===== src/rtl/multicycle_controller.sv =====
// Moore control FSM for the multicycle MIPS datapath: sequences fetch/decode/execute/
// memory/writeback on a shared ALU and memory, with a MemReady handshake and sticky trap.
module multicycle_controller (
  input  logic       clk,
  input  logic       reset_n,
  input  logic [5:0] Opcode,
  input  logic [5:0] Funct,
  input  logic       Zero,
  input  logic       MemReady,
  output logic       PCEn,
  output logic       IorD,
  output logic       MemWrite,
  output logic       IRWrite,
  output logic       RegDst,
  output logic       MemtoReg,
  output logic       RegWrite,
  output logic       ALUSrcA,
  output logic [1:0] ALUSrcB,
  output logic [1:0] PCSrc,
  output logic [2:0] ALUControl,
  output logic       Error,
  output logic [3:0] State
);

  localparam logic [3:0] S_FETCH    = 4'd0;
  localparam logic [3:0] S_DECODE   = 4'd1;
  localparam logic [3:0] S_MEMADR   = 4'd2;
  localparam logic [3:0] S_MEMREAD  = 4'd3;
  localparam logic [3:0] S_MEMWB    = 4'd4;
  localparam logic [3:0] S_MEMWRITE = 4'd5;
  localparam logic [3:0] S_EXECUTE  = 4'd6;
  localparam logic [3:0] S_ALUWB    = 4'd7;
  localparam logic [3:0] S_BRANCH   = 4'd8;
  localparam logic [3:0] S_ADDIEX   = 4'd9;
  localparam logic [3:0] S_ADDIWB   = 4'd10;
  localparam logic [3:0] S_JUMP     = 4'd11;
  localparam logic [3:0] S_ERROR    = 4'd12;

  localparam logic [5:0] OP_RTYPE = 6'b000000;
  localparam logic [5:0] OP_LW    = 6'b100011;
  localparam logic [5:0] OP_SW    = 6'b101011;
  localparam logic [5:0] OP_BEQ   = 6'b000100;
  localparam logic [5:0] OP_ADDI  = 6'b001000;
  localparam logic [5:0] OP_J     = 6'b000010;

  localparam logic [1:0] ALUOP_ADD   = 2'd0;
  localparam logic [1:0] ALUOP_SUB   = 2'd1;
  localparam logic [1:0] ALUOP_FUNCT = 2'd2;
  localparam logic [1:0] ALUOP_NONE  = 2'd3;

  logic [3:0] r_state;
  logic [3:0] w_next;
  logic [3:0] w_st;
  logic [1:0] w_aluop;
  logic       w_pcwrite;
  logic       w_branch;
  logic       w_irwrite;
  logic       w_memwrite;
  logic       w_regwrite;

  function automatic logic funct_legal(input logic [5:0] f);
    case (f)
      6'b100000, 6'b100010, 6'b100100, 6'b100101, 6'b101010: funct_legal = 1'b1;
      default:                                               funct_legal = 1'b0;
    endcase
  endfunction

  function automatic logic [2:0] alu_decode(input logic [1:0] op, input logic [5:0] f);
    case (op)
      ALUOP_ADD: alu_decode = 3'b010;
      ALUOP_SUB: alu_decode = 3'b110;
      ALUOP_FUNCT: begin
        case (f)
          6'b100000: alu_decode = 3'b010;
          6'b100010: alu_decode = 3'b110;
          6'b100100: alu_decode = 3'b000;
          6'b100101: alu_decode = 3'b001;
          6'b101010: alu_decode = 3'b111;
          default:   alu_decode = 3'b000;
        endcase
      end
      default: alu_decode = 3'b000;
    endcase
  endfunction

  always_ff @(posedge clk) begin
    if (!reset_n) r_state <= S_FETCH;
    else          r_state <= w_next;
  end

  always_comb begin
    w_next = S_FETCH;
    case (r_state)
      S_FETCH:    w_next = MemReady ? S_DECODE : S_FETCH;
      S_DECODE: begin
        case (Opcode)
          OP_RTYPE:    w_next = funct_legal(Funct) ? S_EXECUTE : S_ERROR;
          OP_LW, OP_SW: w_next = S_MEMADR;
          OP_BEQ:      w_next = S_BRANCH;
          OP_ADDI:     w_next = S_ADDIEX;
          OP_J:        w_next = S_JUMP;
          default:     w_next = S_ERROR;
        endcase
      end
      S_MEMADR:   w_next = (Opcode == OP_SW) ? S_MEMWRITE : S_MEMREAD;
      S_MEMREAD:  w_next = MemReady ? S_MEMWB : S_MEMREAD;
      S_MEMWB:    w_next = S_FETCH;
      S_MEMWRITE: w_next = MemReady ? S_FETCH : S_MEMWRITE;
      S_EXECUTE:  w_next = S_ALUWB;
      S_ALUWB:    w_next = S_FETCH;
      S_BRANCH:   w_next = S_FETCH;
      S_ADDIEX:   w_next = S_ADDIWB;
      S_ADDIWB:   w_next = S_FETCH;
      S_JUMP:     w_next = S_FETCH;
      S_ERROR:    w_next = S_ERROR;
      default:    w_next = S_FETCH;
    endcase
  end

  // While reset_n is low the outputs look like FETCH, with every strobe held off below.
  assign w_st = reset_n ? r_state : S_FETCH;

  always_comb begin
    w_aluop    = ALUOP_NONE;
    w_pcwrite  = 1'b0;
    w_branch   = 1'b0;
    w_irwrite  = 1'b0;
    w_memwrite = 1'b0;
    w_regwrite = 1'b0;
    IorD       = 1'b0;
    RegDst     = 1'b0;
    MemtoReg   = 1'b0;
    ALUSrcA    = 1'b0;
    ALUSrcB    = 2'b00;
    PCSrc      = 2'b00;
    case (w_st)
      S_FETCH: begin
        ALUSrcB   = 2'b01;
        w_aluop   = ALUOP_ADD;
        w_irwrite = MemReady;
        w_pcwrite = MemReady;
      end
      S_DECODE: begin
        ALUSrcB = 2'b11;
        w_aluop = ALUOP_ADD;
      end
      S_MEMADR: begin
        ALUSrcA = 1'b1;
        ALUSrcB = 2'b10;
        w_aluop = ALUOP_ADD;
      end
      S_MEMREAD: IorD = 1'b1;
      S_MEMWB: begin
        MemtoReg   = 1'b1;
        w_regwrite = 1'b1;
      end
      S_MEMWRITE: begin
        IorD       = 1'b1;
        w_memwrite = 1'b1;
      end
      S_EXECUTE: begin
        ALUSrcA = 1'b1;
        w_aluop = ALUOP_FUNCT;
      end
      S_ALUWB: begin
        RegDst     = 1'b1;
        w_regwrite = 1'b1;
      end
      S_BRANCH: begin
        ALUSrcA  = 1'b1;
        w_aluop  = ALUOP_SUB;
        PCSrc    = 2'b01;
        w_branch = 1'b1;
      end
      S_ADDIEX: begin
        ALUSrcA = 1'b1;
        ALUSrcB = 2'b10;
        w_aluop = ALUOP_ADD;
      end
      S_ADDIWB:  w_regwrite = 1'b1;
      S_JUMP: begin
        PCSrc     = 2'b10;
        w_pcwrite = 1'b1;
      end
      default: ;
    endcase
  end

  assign PCEn       = reset_n & (w_pcwrite | (w_branch & Zero));
  assign MemWrite   = reset_n & w_memwrite;
  assign IRWrite    = reset_n & w_irwrite;
  assign RegWrite   = reset_n & w_regwrite;
  assign ALUControl = alu_decode(w_aluop, Funct);
  assign Error      = (w_st == S_ERROR);
  assign State      = r_state;

endmodule

===== config.mk =====
export PLATFORM = sky130hd
export DESIGN_NAME = multicycle_controller
export DESIGN_NICKNAME = d
export VERILOG_FILES = /design/src/rtl/multicycle_controller.sv
export SDC_FILE = /design/constraint.sdc
export NUM_CORES = 1
export LEC_CHECK = 0
export ABC_CLOCK_PERIOD_IN_PS = 1600
export CAP_MARGIN = 15
export CORE_MARGIN = 4
export CORE_UTILIZATION = 38
export CTS_CLUSTER_DIAMETER = 120
export DETAILED_ROUTE_END_ITERATION = 8
export GPL_TIMING_DRIVEN = 0
export HOLD_SLACK_MARGIN = 0.08
export PLACE_DENSITY = 0.79
export SYNTH_ARGS = -nofsm -noshare
export SYNTH_HDL_FRONTEND = slang
export SYNTH_SLANG_ARGS = --single-unit

===== constraint.sdc =====
create_clock -name clk -period 1.6 [get_ports clk]
set_input_delay 0.32 -clock clk [delete_from_list [all_inputs] [get_ports clk]]
set_output_delay 0.32 -clock clk [all_outputs]
set_load 0.03 [all_outputs]

==> out/results.tsv, run 1 <==
stage	metric	value	unit
run_status	outcome	stopped before the end	
run_status	stop_stage	global routing (5_1_grt)	
run_status	stop_error	[ERROR DPL-0038] Utilization greater than 100%, impossible to legalize	
clock_network	clockRootBuffer	clkbuf_4	
floorplan	start_util	41.6	%
placed_design	globalplace.congestion	0.892	
logic_synthesis	async_flop_share	0	%
logic_synthesis	synth_compound_area_share	23.4	%
logic_synthesis	yosysMostFrequentCell	nor2_1	
logic_synthesis	ys_types	30	
logic_synthesis	synth-adder-area-share	0	%
logic_synthesis	ys_warn_count	0	
logic_synthesis	synth.top_cells.by_area	dfxtp_1, nor2_1, nand2b_1	
floorplan	die_w	49.3	µm
floorplan	die_h	49.3	µm
logic_synthesis	syn_area	648	µm²
floorplan	rows	14	
logic_synthesis	yosys-top-cells-count	nor2_1, nand2b_1, nand2_1, a31oi_1, o21ai_0	
logic_synthesis	ys_seq_elements	4	
logic_synthesis	synth_mux_area_share	4.83	%
placed_design	io_buffers	35	
logic_synthesis	postSynthCellCount	104	
floorplan	io_pins	36	
clock_network	h-tree-depth	1	
logic_synthesis	syn_nets	120	
logic_synthesis	synth_edf_count	0	
clock_network	cts_made_buffers	3	
sta	grt_repair_worst_endpoint	ALUSrcA	
logic_synthesis	yosysTopAreaCell	dfxtp_1	
logic_synthesis	ys.flop_type	dfxtp_1	
clock_network	cts.sinks	4	
logic_synthesis	synth-xor-area-share	4.05	%
logic_synthesis	netlist.area_leader.share	12.4	%
sta	worst_endpoint_kind	top-level output	
clock_network	cts_max_path_buffers	2	
logic_synthesis	syn_avg_cell_area	6.23	µm²
logic_synthesis	synth_top_family_by_area	simple AND/OR/NAND/NOR gates	
placed_design	dp_cells	155	
placed_design	dp.final_hpwl	1740	µm
logic_synthesis	synthSimpleGateAreaFrac	48.5	%
global_routing	grt_max_degree	11	
logic_synthesis	seq_area_frac_synth	12.4	%
==> repair_timing <==
item,4_1_cts
pin swaps,18
endpoints found under the setup margin,21
buffers inserted,10
resized for setup,166
cloned,1
hold buffers,0
==> through the flow <==
step | util [%] | setup WS (ns) | instance area [µm²]
after floorplan | - | -0.0687 | 785
after global placement | 74.1 | -0.864 | 1150
after detailed placement | 74.1 | -0.886 | 1150
after CTS | 93.4 | -0.134 | 1460
==> kinds of logic after synthesis <==
family	Yosys count
flops	4
compound gates	24
buf+inv	11
simple gates	59
xor+xnor	3
mux	3
==> run 2: changes to the inputs <==
--- a/config.mk
+++ b/config.mk
@@ -7,13 +7,11 @@
 export LEC_CHECK = 0
 export ABC_CLOCK_PERIOD_IN_PS = 1600
 export CAP_MARGIN = 15
-export CORE_MARGIN = 4
-export CORE_UTILIZATION = 38
-export CTS_CLUSTER_DIAMETER = 120
+export CORE_AREA = 4 4 65 67
 export DETAILED_ROUTE_END_ITERATION = 8
+export DIE_AREA = 0 0 69 71
 export GPL_TIMING_DRIVEN = 0
-export HOLD_SLACK_MARGIN = 0.08
-export PLACE_DENSITY = 0.79
+export PLACE_DENSITY_LB_ADDON = 0.15
 export SYNTH_ARGS = -nofsm -noshare
 export SYNTH_HDL_FRONTEND = slang
 export SYNTH_SLANG_ARGS = --single-unit
==> run 2 against run 1 <==
The flow now finishes, with violations (negative setup slack); synthesized area stayed put; synthesized cell count stayed put.
==> out/results.tsv, run 2 <==
stage	metric	value	unit	change
run_status	outcome	finished with violations		
run_status	failed_checks	negative setup slack		
routing	drc_errors	0		
logic_synthesis	synth-xor-area-share	4.05	%	unchanged
routing	routed_wl	3080	µm	
routing	viasPerCell	4.66		
cells_and_area	drive_above_1_share	62.4	%	
cells_and_area	postLayoutCoreUtil	50.2	%	
clock_network	cts_made_buffers	3		unchanged
pwr	pwr-share-comb	64.7	%	
global_routing	antenna_found_initial	0		
pwr	power.density	535	nW/µm²	
pwr	cell_internal_pwr	0.000607	W	
cells_and_area	nets	190		
sta	min_period	1.75	ns	
logic_synthesis	syn_avg_cell_area	6.23	µm²	unchanged
global_routing	gr-usage-met2	21.0	%	
logic_synthesis	synth-adder-area-share	0	%	unchanged
clock_network	clockRootBuffer	clkbuf_8		
sta	drv_slew	0		
logic_synthesis	synth_compound_area_share	23.4	%	unchanged
sta	hold_viol_final	0		
floorplan	die_area	4900	µm²	
global_routing	grt_first_pass_wirelength	4940	µm	
routing	postRouteAntennaNets	0		
placed_design	dpl_cell_area	1190	µm²	+3.5%
floorplan	die_w	69	µm	+40%
logic_synthesis	synth_top_family_by_area	simple AND/OR/NAND/NOR gates		
logic_synthesis	yosys-top-cells-count	nor2_1, nand2b_1, nand2_1, a31oi_1, o21ai_0		
clock_network	cts.sinks	4		unchanged
logic_synthesis	synthSimpleGateAreaFrac	48.5	%	unchanged
placed_design	io_buffers	35		unchanged
placed_design	globalplace.congestion	0.792		-11%
floorplan	rows	22		+8
global_routing	grt_max_degree	11		
cells_and_area	finish.instance_area	1830	µm²	
logic_synthesis	ys.flop_type	dfxtp_1		
logic_synthesis	netlist.area_leader.share	12.4	%	unchanged
logic_synthesis	yosysMostFrequentCell	nor2_1		
logic_synthesis	syn_area	648	µm²	unchanged
critical_path	path_max_fanout	4		
pwr	vdd_drop_max	0.294	mV	
sta	clock_skew	0.00250	ns	
pwr	clkPwrFrac	22.6	%	
floorplan	start_util	17.8	%	-24 points
global_routing	grt_pass1_vias	1069		
cells_and_area	largest_reg_flops	4		
clock_network	h-tree-depth	1		unchanged
pwr	static-leakage-power	0.730	nW	
sta	setup_violations	15		
global_routing	grt_busiest_layer	met2		
logic_synthesis	ys_seq_elements	4		unchanged
cells_and_area	area_growth	182	%	
logic_synthesis	synth.top_cells.by_area	dfxtp_1, nor2_1, nand2b_1		
sta	fmaxAchievable	0.571	GHz	
cells_and_area	layout_common_cells	buf_4, buf_6, dlygate4sd2_1		
clock_network	clk_latency	0.22	ns	
floorplan	io_pins	36		unchanged
logic_synthesis	seq_area_frac_synth	12.4	%	unchanged
cells_and_area	fillers	345		
routing	wl_per_cell	13.9	µm	
sta	setup_slack	-0.151	ns	
min_path	worstHoldPathCells	4		
placed_design	post-place-ws	-0.898	ns	-0.0126 ns
pwr	p_switching	0.000370	W	
clock_network	ctsHoldBuffers	0		unchanged
critical_path	crit_path_end_kind	output port		
min_path	worst_hold_path_type	in -> reg		
clock_network	clk_pin_slew	0.03	ns	
placed_design	dp.final_hpwl	1930	µm	+11%
logic_synthesis	async_flop_share	0	%	unchanged
placed_design	dp_cells	187		+21%
routing	drt_iter0_drc	30		
logic_synthesis	synth_edf_count	0		unchanged
cells_and_area	diodes	0		
floorplan	die_h	71	µm	+44%
critical_path	worst-r2r-cell-count	7		
pwr	p_sw_share	37.9	%	
logic_synthesis	synth_mux_area_share	4.83	%	unchanged
critical_path	startpoint_type	register		
logic_synthesis	yosysTopAreaCell	dfxtp_1		
sta	maxSlewHeadroom	67.0	%	
global_routing	grt-ovfl-total	0		
sta	fin_crit_sh	109	%	
sta	worstMarginPinSlew	0.489	ns	
floorplan	core_area	3630	µm²	
clock_network	cts_max_path_buffers	2		unchanged
cells_and_area	layout_commonest_cell	buf_4		
routing	dr.pass1.iters	5		
logic_synthesis	ys_types	30		unchanged
logic_synthesis	syn_nets	120		unchanged
clock_network	cts_tree	done		
critical_path	critPathArrivalTime	1.43	ns	
routing	routed-via-count	1029		
sta	rsz0062_at_grt	true		
global_routing	grt_usage	11.9	%	
logic_synthesis	postSynthCellCount	104		unchanged
logic_synthesis	ys_warn_count	0		unchanged
flow_run	drv_cap	0		
critical_path	critPathKind	reg -> out		
global_routing	grtUsageMet1	14.7	%	
cells_and_area	instances_no_fill	221		
pwr	seqPwrFrac	12.7	%	
critical_path	cp.required	1.28	ns	
global_routing	use_met3	3.13	%	
[run 2: cell counts after synthesis]
No cell type changed its count.
[run 2: path summary, 6_finish.rpt]
| check | from | endpoint | slack (ns) |
|---|---|---|---|
| min | Opcode[4] | State[3] | 0.65 |
| max | State[2] | RegWrite | -0.15 |
| max reg2reg | State[2] | State[2] | 0.01 |
| min reg2reg | State[3] | State[1] | 0.66 |
[run 2: timing repair]
action | CTS | global route
setup buffers | 14 | 13
endpoints found under the setup margin | 20 | 21
cloned | 2 | 2
pin swaps | 20 | 13
endpoints found under the hold margin | 0 | 0
resized for setup | 175 | 25
[run 2: cell families (layout without fill, tap and decap cells)]
family / Yosys count / after routing
buffers and inverters: 11 / 80
multiplexers: 3 / 3
AND/OR/NAND/NOR: 59 / 59
flip-flops: 4 / 4
AO/OA/AOI/OAI: 24 / 24
XOR/XNOR: 3 / 3
[run 2: final cells by class]
cell class / count / area [µm²] / area share, %
multi-input combinational: 89 / 822 / 45.0
buffer: 7 / 141 / 7.75
inverter: 4 / 18.8 / 1.03
tap: 48 / 60.1 / 3.29
clock buffer: 4 / 45.0 / 2.47
timing repair buffer: 65 / 646 / 35.4
sequential: 4 / 92.6 / 5.07
[run 2: worst max-delay path, stage by stage, from the launching register on]
cell	delay, ns
dfxtp_4	0.33
clkbuf_16	0.15
nor2b_4	0.13
buf_4	0.13
buf_6	0.11
a31oi_4	0.17
nor2_2	0.06
buf_6	0.14
[run 2: power groups by stage]
stage               clock, W  sequential (W)  combinational [W]
floorplan                  0        0.000139           0.000244
global placement           0        0.000121           0.000408
detailed placement         0        0.000122           0.000408
CTS                 0.000228        0.000124           0.000565
global route        0.000239        0.000125           0.000667
finish              0.000221        0.000124           0.000632
[run 2: through the flow]
stage                     TNS, ns  hold WS, ns  power (W)
final                       -1.19        0.648   0.000977
after detailed placement   -13.56        0.639   0.000530
after global routing        -2.42        0.704    0.00103
after floorplan            -0.107        0.541   0.000383
after CTS                  -0.933        0.638   0.000917
after global placement     -13.47        0.644   0.000529
[run 2: per-layer routing]
layer | wire length (µm) | share of wire (%)
met1 | 1330 | 43
met2 | 1540 | 50
met3 | 186 | 6.0
met4 | 14 | 0.45
met5 | 0 | 0
No activity file was read; power rests on OpenSTA's default activity.
==> run 3: changes to the inputs <==
--- a/config.mk
+++ b/config.mk
@@ -6,7 +6,7 @@
 export NUM_CORES = 1
 export LEC_CHECK = 0
 export ABC_CLOCK_PERIOD_IN_PS = 1600
-export CAP_MARGIN = 15
+export CAP_MARGIN = 30
 export CORE_AREA = 4 4 65 67
 export DETAILED_ROUTE_END_ITERATION = 8
 export DIE_AREA = 0 0 69 71
==> results of run 3 <==
No change in the layout: final DEF, timing and power equal those of run 2.
